File: config.mk
export PLATFORM = sky130hd
export DESIGN_NAME = ball_engine
export DESIGN_NICKNAME = d
export VERILOG_FILES = /design/src/rtl/ball_engine.sv
export SDC_FILE = /design/constraint.sdc
export NUM_CORES = 1
export LEC_CHECK = 0
export CAP_MARGIN = 10
export CORE_MARGIN = 10
export CORE_UTILIZATION = 59
export CTS_BUF_LIST = sky130_fd_sc_hd__clkbuf_8
export CTS_CLUSTER_SIZE = 20
export DETAILED_ROUTE_END_ITERATION = 6
export GPL_ROUTABILITY_DRIVEN = 0
export HOLD_SLACK_MARGIN = 0.08
export MAX_ROUTING_LAYER = met4
export PLACE_DENSITY = 0.81
export SLEW_MARGIN = 20
export SYNTH_ARGS = -nofsm -noshare
export SYNTH_HDL_FRONTEND = slang
export SYNTH_SLANG_ARGS = --single-unit
File: constraint.sdc
create_clock -name clk -period 4 [get_ports clk]
set_clock_uncertainty 0.05 [all_clocks]
set_input_delay 1 -clock clk [delete_from_list [all_inputs] [get_ports clk]]
set_output_delay 1 -clock clk [all_outputs]
set_load 0.005 [all_outputs]
File: src/rtl/ball_engine.sv
// ball_engine: bouncing-ball motion engine; `BALL_PADDLE_EN` makes the bottom wall a paddle with miss detection.
// Position/pulses update DIV cycles after serve, then every DIV enabled cycles; no backpressure, en=0 freezes motion.
module ball_engine #(
  parameter int COORD_W  = 11,
  parameter int VEL_W    = 3,
  parameter int DIV      = 262144,
  parameter int X_MIN    = 30,
  parameter int X_MAX    = 610,
  parameter int Y_MIN    = 30,
  parameter int Y_MAX    = 450,
  parameter int X_INIT   = 60,
  parameter int Y_INIT   = 60,
  parameter int PADDLE_W = 64
) (
  input  logic               clk,
  input  logic               rst_n,
  input  logic               en,
  input  logic               start,
  input  logic [VEL_W-1:0]   vx_in,
  input  logic [VEL_W-1:0]   vy_in,
  input  logic [COORD_W-1:0] paddle_x,
  output logic [COORD_W-1:0] x,
  output logic [COORD_W-1:0] y,
  output logic               moving,
  output logic               bounce,
  output logic               miss
);
  localparam int CW    = COORD_W + 1;
  localparam int CNT_W = $clog2(DIV);

  typedef enum logic [1:0] {S_IDLE, S_MOVE, S_MISS} state_t;

  state_t             r_state;
  logic [CNT_W-1:0]   r_cnt;
  logic [VEL_W-1:0]   r_vx, r_vy;
  logic               r_dx, r_dy;
  logic [COORD_W-1:0] r_x, r_y;
  logic               r_moving, r_bounce, r_miss;

  logic               w_tick;
  logic [COORD_W-1:0] w_nx, w_ny;
  logic               w_ndx, w_ndy, w_rx, w_ry, w_miss;

  // Returns {reflected, new_dir, new_pos}; dir=1 means increasing coordinate.
  function automatic logic [COORD_W+1:0] axis_step(
    input logic [COORD_W-1:0] pos,
    input logic [VEL_W-1:0]   v,
    input logic               dir,
    input int                 lo,
    input int                 hi
  );
    logic [CW-1:0] cand, v_ext, lo_ext, hi_ext;
    v_ext  = CW'(v);
    lo_ext = CW'(lo);
    hi_ext = CW'(hi);
    if (dir) begin
      cand = {1'b0, pos} + v_ext;
      if (cand >= hi_ext) return {1'b1, 1'b0, hi_ext[COORD_W-1:0]};
    end else begin
      cand = {1'b0, pos} - v_ext;
      if ($signed(cand) <= $signed(lo_ext)) return {1'b1, 1'b1, lo_ext[COORD_W-1:0]};
    end
    return {1'b0, dir, cand[COORD_W-1:0]};
  endfunction

  assign w_tick = (r_state == S_MOVE) && en && (r_cnt == CNT_W'(DIV - 1));

  assign {w_rx, w_ndx, w_nx} = axis_step(r_x, r_vx, r_dx, X_MIN, X_MAX);
  assign {w_ry, w_ndy, w_ny} = axis_step(r_y, r_vy, r_dy, Y_MIN, Y_MAX);

`ifdef BALL_PADDLE_EN
  logic [CW-1:0] w_pad_lo, w_pad_hi, w_nx_ext;
  assign w_pad_lo = {1'b0, paddle_x};
  assign w_pad_hi = w_pad_lo + CW'(PADDLE_W - 1);
  assign w_nx_ext = {1'b0, w_nx};
  // Bottom clamp is judged against the x reached on this same tick.
  assign w_miss   = w_ry && r_dy && !((w_nx_ext >= w_pad_lo) && (w_nx_ext <= w_pad_hi));
`else
  logic [CW-1:0] w_unused_paddle;
  assign w_unused_paddle = {1'b0, paddle_x} + CW'(PADDLE_W);
  assign w_miss          = 1'b0;
`endif

  always_ff @(posedge clk or negedge rst_n) begin
    if (!rst_n) begin
      r_state  <= S_IDLE;
      r_cnt    <= '0;
      r_vx     <= VEL_W'(1);
      r_vy     <= VEL_W'(1);
      r_dx     <= 1'b1;
      r_dy     <= 1'b1;
      r_x      <= COORD_W'(X_INIT);
      r_y      <= COORD_W'(Y_INIT);
      r_moving <= 1'b0;
      r_bounce <= 1'b0;
      r_miss   <= 1'b0;
    end else begin
      r_bounce <= 1'b0;
      r_miss   <= 1'b0;
      case (r_state)
        S_IDLE: begin
          r_x   <= COORD_W'(X_INIT);
          r_y   <= COORD_W'(Y_INIT);
          r_cnt <= '0;
          if (start) begin
            r_vx     <= (vx_in == '0) ? VEL_W'(1) : vx_in;
            r_vy     <= (vy_in == '0) ? VEL_W'(1) : vy_in;
            r_dx     <= 1'b1;
            r_dy     <= 1'b1;
            r_state  <= S_MOVE;
            r_moving <= 1'b1;
          end
        end
        S_MOVE: begin
          if (en) r_cnt <= w_tick ? '0 : r_cnt + CNT_W'(1);
          if (w_tick) begin
            r_x  <= w_nx;
            r_y  <= w_ny;
            r_dx <= w_ndx;
            r_dy <= w_ndy;
            if (w_miss) begin
              r_miss   <= 1'b1;
              r_state  <= S_MISS;
              r_moving <= 1'b0;
            end else begin
              r_bounce <= w_rx | w_ry;
            end
          end
        end
        S_MISS: begin
          r_x     <= COORD_W'(X_INIT);
          r_y     <= COORD_W'(Y_INIT);
          r_cnt   <= '0;
          r_state <= S_IDLE;
        end
        default: begin
          r_state  <= S_IDLE;
          r_moving <= 1'b0;
        end
      endcase
    end
  end

  assign x      = r_x;
  assign y      = r_y;
  assign moving = r_moving;
  assign bounce = r_bounce;
  assign miss   = r_miss;

endmodule

==> flow_summary.ini, run 1 <==
[status]
status = complete, no violations

[sta]
finalMaxSlewViolations = 0
rsz0062_at_grt = no
fin_crit_ns = 3.18
setup_viol = 0
slew_headroom_pct = 44.9
hold_violations = 0
tns_ns = 0
worstMarginPinSlew_ns = 0.814
max_freq_mhz = 314
period_share_pct = 79.6

[synthesis]
yosysTopAreaCell = dfrtp_1
syn_inst = 479
ys_types = 84
synth_edf_count = 0
synth.cell_area_um2 = 4040
synthFlopType = dfrtp_1
ys_ff_latch = 50
yosys_warnings = 0
async_reset_ff_share_pct = 100
yosysTopAreaCellShare_pct = 23.5
synth.avg_cell_area_um2 = 8.44
synth.net_count = 517
synthTopCellsByArea = dfrtp_1 24%, dfstp_2 7.8%, nor2_1 5.0%
ys_seq_area_share_pct = 31.3

[floorplan]
dieArea_um2 = 10600
rows = 30
initial_core_util_pct = 60.1
die_y_um = 103
core-area_um2 = 6720
io-pin-count = 46
die_x_um = 103

[setup_path]
cp-start-kind = register
required_ns = 4.14
reg2reg_from = y[0]
r2r_end = y[8]
critPathLaunch = y[0]
rrSetupSlack_ns = 0.82
ff2ff_path_depth = 9
cp_max_fo = 6
cp.arrival_ns = 3.33
cp-endpoint = y[8]
crit_chain = ha_1, fa_1, and2b_1, o2111ai_1, nand4_1, a211o_1, a21oi_4, o22ai_1, a221o_1
cpPeakStageDelay_ns = 0.47
slowest_stage = o2111ai_1
end_kind = register
crit_type = reg2reg

[global_routing]
grt_pass1_wl_um = 17500
gr-total-overflow = 0
first_global_vias = 3572
antenna_found_initial = 0
grt_max_degree = 34
grt_usage_pct = 20.8

[clock_network]
cts_resized = 0
clock_latency_ns = 0.31
clk_pin_slew_ns = 0.10
clk_path_buf_depth = 2
cts_buffers = 5
cts.sinks = 50
cts-root-buf = clkbuf_8
cts_hold_buf = 0
cts_tree = yes
cts.htree.levels = 2
postCtsSetupBuffers = 0

[drt]
wl_um = 10200
avgRoutedWirePerCell_um = 17.7
via_per_inst = 6.51
drc = 0
ant_nets = 0
drt_pass1_iterations = 4
drtIter0Drc = 200
vias = 3759

[power_and_ir_drop]
ir_worst_vdd_mv = 0.215
leakagePower_nw = 1.83
power_mw = 1.19
power_density_nw_per_um2 = 267

[cells_and_area]
synthToLayoutAreaGrowth_pct = 10.2
final_cell_mix = 54 x nor2_1, 38 x dfrtp_1, 37 x nand2_1, 32 x clkdlybuf4s50_1, 21 x o21ai_0
num_antenna_cells = 0
utilization_pct = 66.3
regArea_um2 = 1270
nFillCells = 566
multiInputGateArea_um2 = 2510
final_common_cell = nor2_1
drive_gt1_share_pct = 9.46
layout.nets = 534

[place]
numPortBuffers = 33
dp_hpwl_um = 7660

[flow_run]
drv_cap = 0

[min_path]
hp-class = reg2reg
critical path: cells and delay by family (launching register included):
kind / cells / cell delay (ns)
AND/OR/NAND/NOR: 2 / 0.40
AO/OA/AOI/OAI: 5 / 1.50
adder cells (fa/ha/maj): 2 / 0.70
flip-flops: 1 / 0.42
metal layers:
layer	GRT usage, %	share of wire [%]
met4	6.20	2.4
met3	2.82	6.3
met5	-	0
met1	26.3	43
met2	33.8	48
final cells by class:
class	instances	share of cell area (%)
well taps	80	2.25
clock inverters	3	1.10
inverters	21	2.08
multi-input cells	380	56.5
repair buffers	38	8.15
flip-flops and latches	50	28.4
clock buffers	5	1.54
where the power goes:
part	switching (mW)	internal, mW	total (mW)	leakage, nW
sequential	0.0428	0.543	0.586	0.630
combinational	0.130	0.102	0.232	1.15
clock	0.183	0.191	0.374	0.0563
total	0.356	0.836	1.19	1.83
cells in the mapped netlist, types with 5 or more instances:
library cell / instances
buf_2: 6
a31oi_1: 8
o22ai_1: 5
nand3_1: 17
mux2_2: 5
a2111oi_0: 6
o21ai_1: 6
dfstp_2: 12
nor4_1: 6
o21a_1: 5
o2111ai_1: 6
nand2_1: 37
o21ai_0: 21
nor2_1: 54
dfrtp_1: 38
xor2_1: 14
xnor2_1: 9
ha_1: 13
nor2b_1: 9
clkbuf_1: 14
and2_1: 7
o211ai_1: 7
or3_1: 8
nand4_1: 10
inv_1: 17
a21oi_1: 19
a211oi_1: 8
nor3_1: 19
through the flow:
| step | hold WS, ns | area, um2 | std cells | setup WS, ns |
|---|---|---|---|---|
| final | 0.445 | 4450 | 577 | 0.817 |
| after global routing | 0.486 | 4450 | 577 | 0.594 |
| after CTS | 0.452 | 4450 | 577 | 0.831 |
| after detailed placement | 0.437 | 4340 | 569 | 0.851 |
| after global placement | 0.433 | 4340 | 569 | 0.918 |
| after floorplan | 0.419 | 4040 | 479 | 1.17 |
cells by family after synthesis:
| group | Yosys count | share of synthesized area, % |
|---|---|---|
| compound gates | 134 | 24.4 |
| mux | 7 | 1.92 |
| fa+ha+maj | 17 | 6.01 |
| xor+xnor | 23 | 4.98 |
| other cells | 1 | 0.0928 |
| simple gates | 198 | 24.8 |
| flops | 50 | 31.3 |
| buf+inv | 49 | 6.44 |
registers in the layout, summed over array words and instances, names as in the netlist:
register / count
x: 11
moving: 1
r_cnt: 18
bounce: 1
r_vx: 3
r_dy: 1
r_vy: 3
y: 11
r_dx: 1
how the worst min path moves through the flow:
stage	startpoint	to	slack, ns	cells past startpoint
3_5_place_dp	r_vx[0]	r_vx[0]	0.44	2
5_1_grt	r_vx[0]	r_vx[0]	0.49	2
6_report	r_vx[0]	r_vx[0]	0.45	2
2_1_floorplan	r_vx[0]	r_vx[0]	0.42	2
4_1_cts	r_vx[0]	r_vx[0]	0.45	2
3_3_place_gp	r_vx[0]	r_vx[0]	0.43	2
No activity file was read; power rests on OpenSTA's default activity.
==> run 2: changes to the inputs <==
- CORE_UTILIZATION: 59 -> 53
- PLACE_DENSITY: 0.81 -> 0.77
- clock period: 4 -> 2.9 ns (I/O delays scaled with it)
==> run 2 against run 1 <==
Against the previous run: routed wire length up 15%; count of clock-buffer cells in the layout unchanged; design area rose by 12%; critical endpoint is now y[6]; register-to-register slack got worse by 0.80 ns; global-route usage decreased by 1.1 points; flip-flop and latch count unchanged.
==> flow_summary.ini, run 2 (same netlist as run 1, synthesis figures left out) <==
[power_and_ir_drop]
pwr-share-comb_pct = 23.2
switchingPower_mw = 0.530
p_clk_share_pct = 29.7
p_seq_share_pct = 47.1
ir_worst_vdd_mv = 0.185
p_sw_share_pct = 30.7
leakagePower_nw = 2.07
p_int_mw = 1.20
power_density_nw_per_um2 = 346

[setup_path]
critPathLaunch = r_vy[0]
reg2reg_from = r_vy[0]
end_kind = register
required_ns = 3.05
cp_max_fo = 4
cp-start-kind = register
crit_type = reg2reg
cp.arrival_ns = 3.03

[clock_network]
cts.sinks = 50
cts_tree = yes
cts.htree.levels = 2
cts-root-buf = clkbuf_8
clock_latency_ns = 0.31
cts_buffers = 5
clk_path_buf_depth = 2
cts_hold_buf = 0
clk_pin_slew_ns = 0.10

[sta]
setup_viol = 0
fin_crit_ns = 2.88
finalMaxSlewViolations = 0
hold_violations = 0
max_freq_mhz = 347
rsz0062_at_grt = yes
tns_ns = 0
worstMarginPinSlew_ns = 0.665
slew_headroom_pct = 55.6
period_share_pct = 99.3

[drt]
drt_pass1_iterations = 6
drtIter0Drc = 265
via_per_inst = 6.31
wl_um = 11700
drc = 0
avgRoutedWirePerCell_um = 18.3
ant_nets = 0
vias = 4036

[floorplan]
dieArea_um2 = 11500
io-pin-count = 46
die_y_um = 107
rows = 31
initial_core_util_pct = 55.1
core-area_um2 = 7330
die_x_um = 107

[place]
dp_hpwl_um = 8390
dp_cells = 621
numPortBuffers = 33

[global_routing]
gr-usage-met3_pct = 3.29
grt_use_met2_pct = 32.4
grt_max_degree = 29
gr-total-overflow = 0
grt_pass1_wl_um = 18300
busiest_layer = met2
use_met1_pct = 24.0
antenna_found_initial = 0
grt_usage_pct = 19.7
first_global_vias = 3885

[cells_and_area]
num_antenna_cells = 0
multiInputGateArea_um2 = 2670
final_common_cell = nor2_1
layoutNonFillerInstCount = 640
final_cell_mix = 53 x nor2_1, 46 x buf_4, 37 x nand2_1, 35 x dfrtp_1, 32 x clkdlybuf4s50_1
drive_gt1_share_pct = 23.5
regMostFlops = r_cnt
nFillCells = 570
layout.nets = 578
largest_register_ffs = 18
regArea_um2 = 1270
synthToLayoutAreaGrowth_pct = 23.4
utilization_pct = 68.0

[status]
status = complete, no violations

[flow_run]
drv_cap = 0

[min_path]
hp-class = in2async
run 2: cell count changes in the layout (fill, tap and decap cells not counted), moves of 4 or more:
cell	previous run	this run
a211oi_2	0	4
ha_2	0	4
buf_4	5	46
a211oi_1	8	4
a2111oi_0	6	2
ha_1	13	7
run 2: area by class of cell:
cell class | count | share of cell area, %
clock inverters | 3 | 0.878
flip-flops and latches | 50 | 25.5
multi-input cells | 380 | 53.5
inverters | 21 | 1.86
repair buffers | 82 | 14.5
clock buffers | 5 | 1.38
well taps | 99 | 2.48
run 2: per-stage QoR:
| step | power (mW) | area (um2) | hold WS [ns] | setup slack, ns |
|---|---|---|---|---|
| floorplan | 1.04 | 4040 | 0.379 | 0.0682 |
| global placement | 1.15 | 4620 | 0.435 | 0.0420 |
| detailed placement | 1.17 | 4620 | 0.444 | -0.0700 |
| CTS | 1.68 | 4760 | 0.406 | 0.00104 |
| global route | 1.81 | 4990 | 0.429 | -0.0735 |
| finish | 1.73 | 4990 | 0.387 | 0.0210 |
run 2: what timing repair did:
action,4_1_cts,5_1_grt
pin swaps,1,19
endpoints found under the setup margin,7,21
gates resized for setup,3,42
buffers inserted,2,9
run 2: final timing paths:
path	end	slack, ns	cells after the start
min	y[7]	0.39	1
max in group asynchronous	r_vy[0]	1.78	2
min reg2reg	r_vx[0]	0.46	2
max	y[6]	0.02	9
max reg2reg	y[6]	0.02	9
min in group clk	r_vx[0]	0.46	2
run 2: critical path: stages, from the launching register on:
cell and delay [ns]:
dfstp_2 0.60, ha_4 0.17, fa_2 0.25, and2b_2 0.26
o31a_1 0.31, o21ai_2 0.14, o221ai_2 0.13, o211a_1 0.29
or2_1 0.24, a221o_1 0.32
run 2: power by group through the flow:
stage	clock, mW	combinational [mW]	sequential [mW]
5_1_grt	0.544	0.443	0.819
3_5_place_dp	0	0.347	0.822
4_1_cts	0.519	0.353	0.811
3_3_place_gp	0	0.332	0.819
6_report	0.514	0.401	0.813
2_1_floorplan	0	0.241	0.800
run 2: routing by layer:
metal,up-vias,share of wire [%],routed length [um]
met5,-,0,0
met4,0,2.0,235
met3,29,7.3,852
met2,213,50,5820
met1,1912,41,4800
li1,1882,-,-
==> run 3: changes to the inputs <==
- CORE_UTILIZATION: 53 -> 59
- PLACE_DENSITY: 0.77 -> 0.81
- SETUP_SLACK_MARGIN: not set -> 0.2
- clock period: 2.9 -> 2.74 ns (I/O delays scaled with it)
==> run 3 against run 2 <==
Against the previous run: the run now ends with negative setup slack left; largest power group unchanged; core utilization rose by 14 points; die area fell by 8.3%; sequential share of layout area fell by 2.5 points; register-to-register slack got worse by 0.17 ns; highest routed layer unchanged.
==> flow_summary.ini, run 3 (same netlist as run 1, synthesis figures left out) <==
[global_routing]
grt_max_degree = 51
first_global_vias = 4009
grt_usage_pct = 23.0
gr-total-overflow = 0
grt_pass1_wl_um = 19100
antenna_found_initial = 0

[setup_path]
crit_type = reg2reg
end_kind = register
cp.arrival_ns = 3.06
ff2ff_path_depth = 11
critPathLaunch = y[0]
cp-start-kind = register
cp_max_fo = 5
rrSetupSlack_ns = -0.14
r2r_end = y[0]
reg2reg_from = y[0]
required_ns = 2.91

[drt]
drtIter0Drc = 383
wl_um = 13300
drt_pass1_iterations = 5
vias = 4372
via_per_inst = 6.73
avgRoutedWirePerCell_um = 20.5
ant_nets = 0
drc = 0

[status]
violations = negative setup slack
status = finished, violations left

[cells_and_area]
regArea_um2 = 1270
largest_register_ffs = 18
layoutNonFillerInstCount = 650
synthToLayoutAreaGrowth_pct = 36.9
final_cell_mix = 65 x buf_4, 51 x nor2_1, 37 x nand2_1, 34 x dfrtp_1, 32 x clkdlybuf4s50_1
regMostFlops = r_cnt
final_common_cell = buf_4
nFillCells = 405
drive_gt1_share_pct = 34.6
num_antenna_cells = 0
multiInputGateArea_um2 = 3000
utilization_pct = 82.4
layout.nets = 607

[place]
dp_slack_ns = -0.118
dp_cells = 614
numPortBuffers = 33
dp_hpwl_um = 8050

[floorplan]
dieArea_um2 = 10600
io-pin-count = 46
rows = 30
die_x_um = 103
initial_core_util_pct = 60.1
core-area_um2 = 6720
die_y_um = 103

[power_and_ir_drop]
ir_worst_vdd_mv = 0.247
leakagePower_nw = 2.27
power_mw = 1.85
power_density_nw_per_um2 = 335

[clock_network]
cts.htree.levels = 2
cts-root-buf = clkbuf_8
clk_pin_slew_ns = 0.11
clock_latency_ns = 0.32
clk_path_buf_depth = 2
cts.sinks = 50
cts_buffers = 5
cts_hold_buf = 0
cts_tree = yes

[sta]
fin_ws_ns = -0.145
rsz0062_at_grt = yes
fin_hold_ws_ns = 0.411
worstMarginPinSlew_ns = 0.649
slew_headroom_pct = 56.7
hold_violations = 0
period_share_pct = 105
fin_crit_ns = 2.88
max_freq_mhz = 347
finalMaxSlewViolations = 0
setup_viol = 14

[min_path]
hp-class = in2async

[flow_run]
drv_cap = 0
## run 3: cell count changes in the layout (fill, tap and decap cells not counted), moves of 3 or more
cell	change
o21ai_2	+3
o2111ai_1	-4
o22ai_2	+4
ha_2	-3
a21oi_1	-3
o22ai_1	-4
ha_4	+3
buf_4	+19
buf_6	+10
## run 3: worst max path at each step
stage	slack (ns)	endpoint	depth (start not counted)
CTS	-0.05	y[8]	9
detailed placement	-0.12	x[1]	10
finish	-0.14	y[0]	11
floorplan	0.1	y[8]	9
global route	-0.22	y[6]	10
global placement	-0.04	x[1]	10
## run 3: area by class of cell
| cell class | count | share of cell area [%] |
|---|---|---|
| Clock buffer | 5 | 1.24 |
| Tap cell | 80 | 1.81 |
| Sequential cell | 50 | 23.0 |
| Multi-Input combinational cell | 380 | 54.2 |
| Clock inverter | 3 | 0.520 |
| Timing Repair Buffer | 111 | 17.6 |
| Inverter | 21 | 1.67 |
## run 3: power by group
| group | switching [mW] | internal (mW) | total (mW) | leakage [nW] |
|---|---|---|---|---|
| combinational | 0.270 | 0.251 | 0.521 | 1.59 |
| sequential | 0.0588 | 0.793 | 0.852 | 0.624 |
| clock | 0.289 | 0.190 | 0.479 | 0.0502 |
| total | 0.618 | 1.23 | 1.85 | 2.27 |
## run 3: per-layer routing
metal  track usage (%)  routed length, um
met3              4.69               1080
met2              37.3               6740
met4              10.2                533
met1              27.2               4990
met5                 -                  0
## run 3: stage by stage
stage / setup TNS [ns] / instance area [um2]
6_report: -0.934 / 5530
5_1_grt: -2.66 / 5530
4_1_cts: -0.155 / 5120
3_5_place_dp: -0.606 / 4750
3_3_place_gp: -0.0962 / 4750
2_1_floorplan: 0 / 4110
## run 3: timing repair
| action | in CTS | in global routing |
|---|---|---|
| resized for setup | 39 | 61 |
| setup endpoints to repair | 25 | 25 |
| pin swaps | 23 | 40 |
| setup buffers | 12 | 16 |
## run 3: worst max-delay path, cell delays in order (launching register included)
cell and delay (ns):
dfrtp_2 0.45, ha_4 0.18, fa_2 0.37, and2b_2 0.25
o2111ai_4 0.28, buf_4 0.16, nand4_1 0.15, o311ai_4 0.17
a21oi_4 0.10, buf_6 0.14, or2_4 0.25, a32o_1 0.23
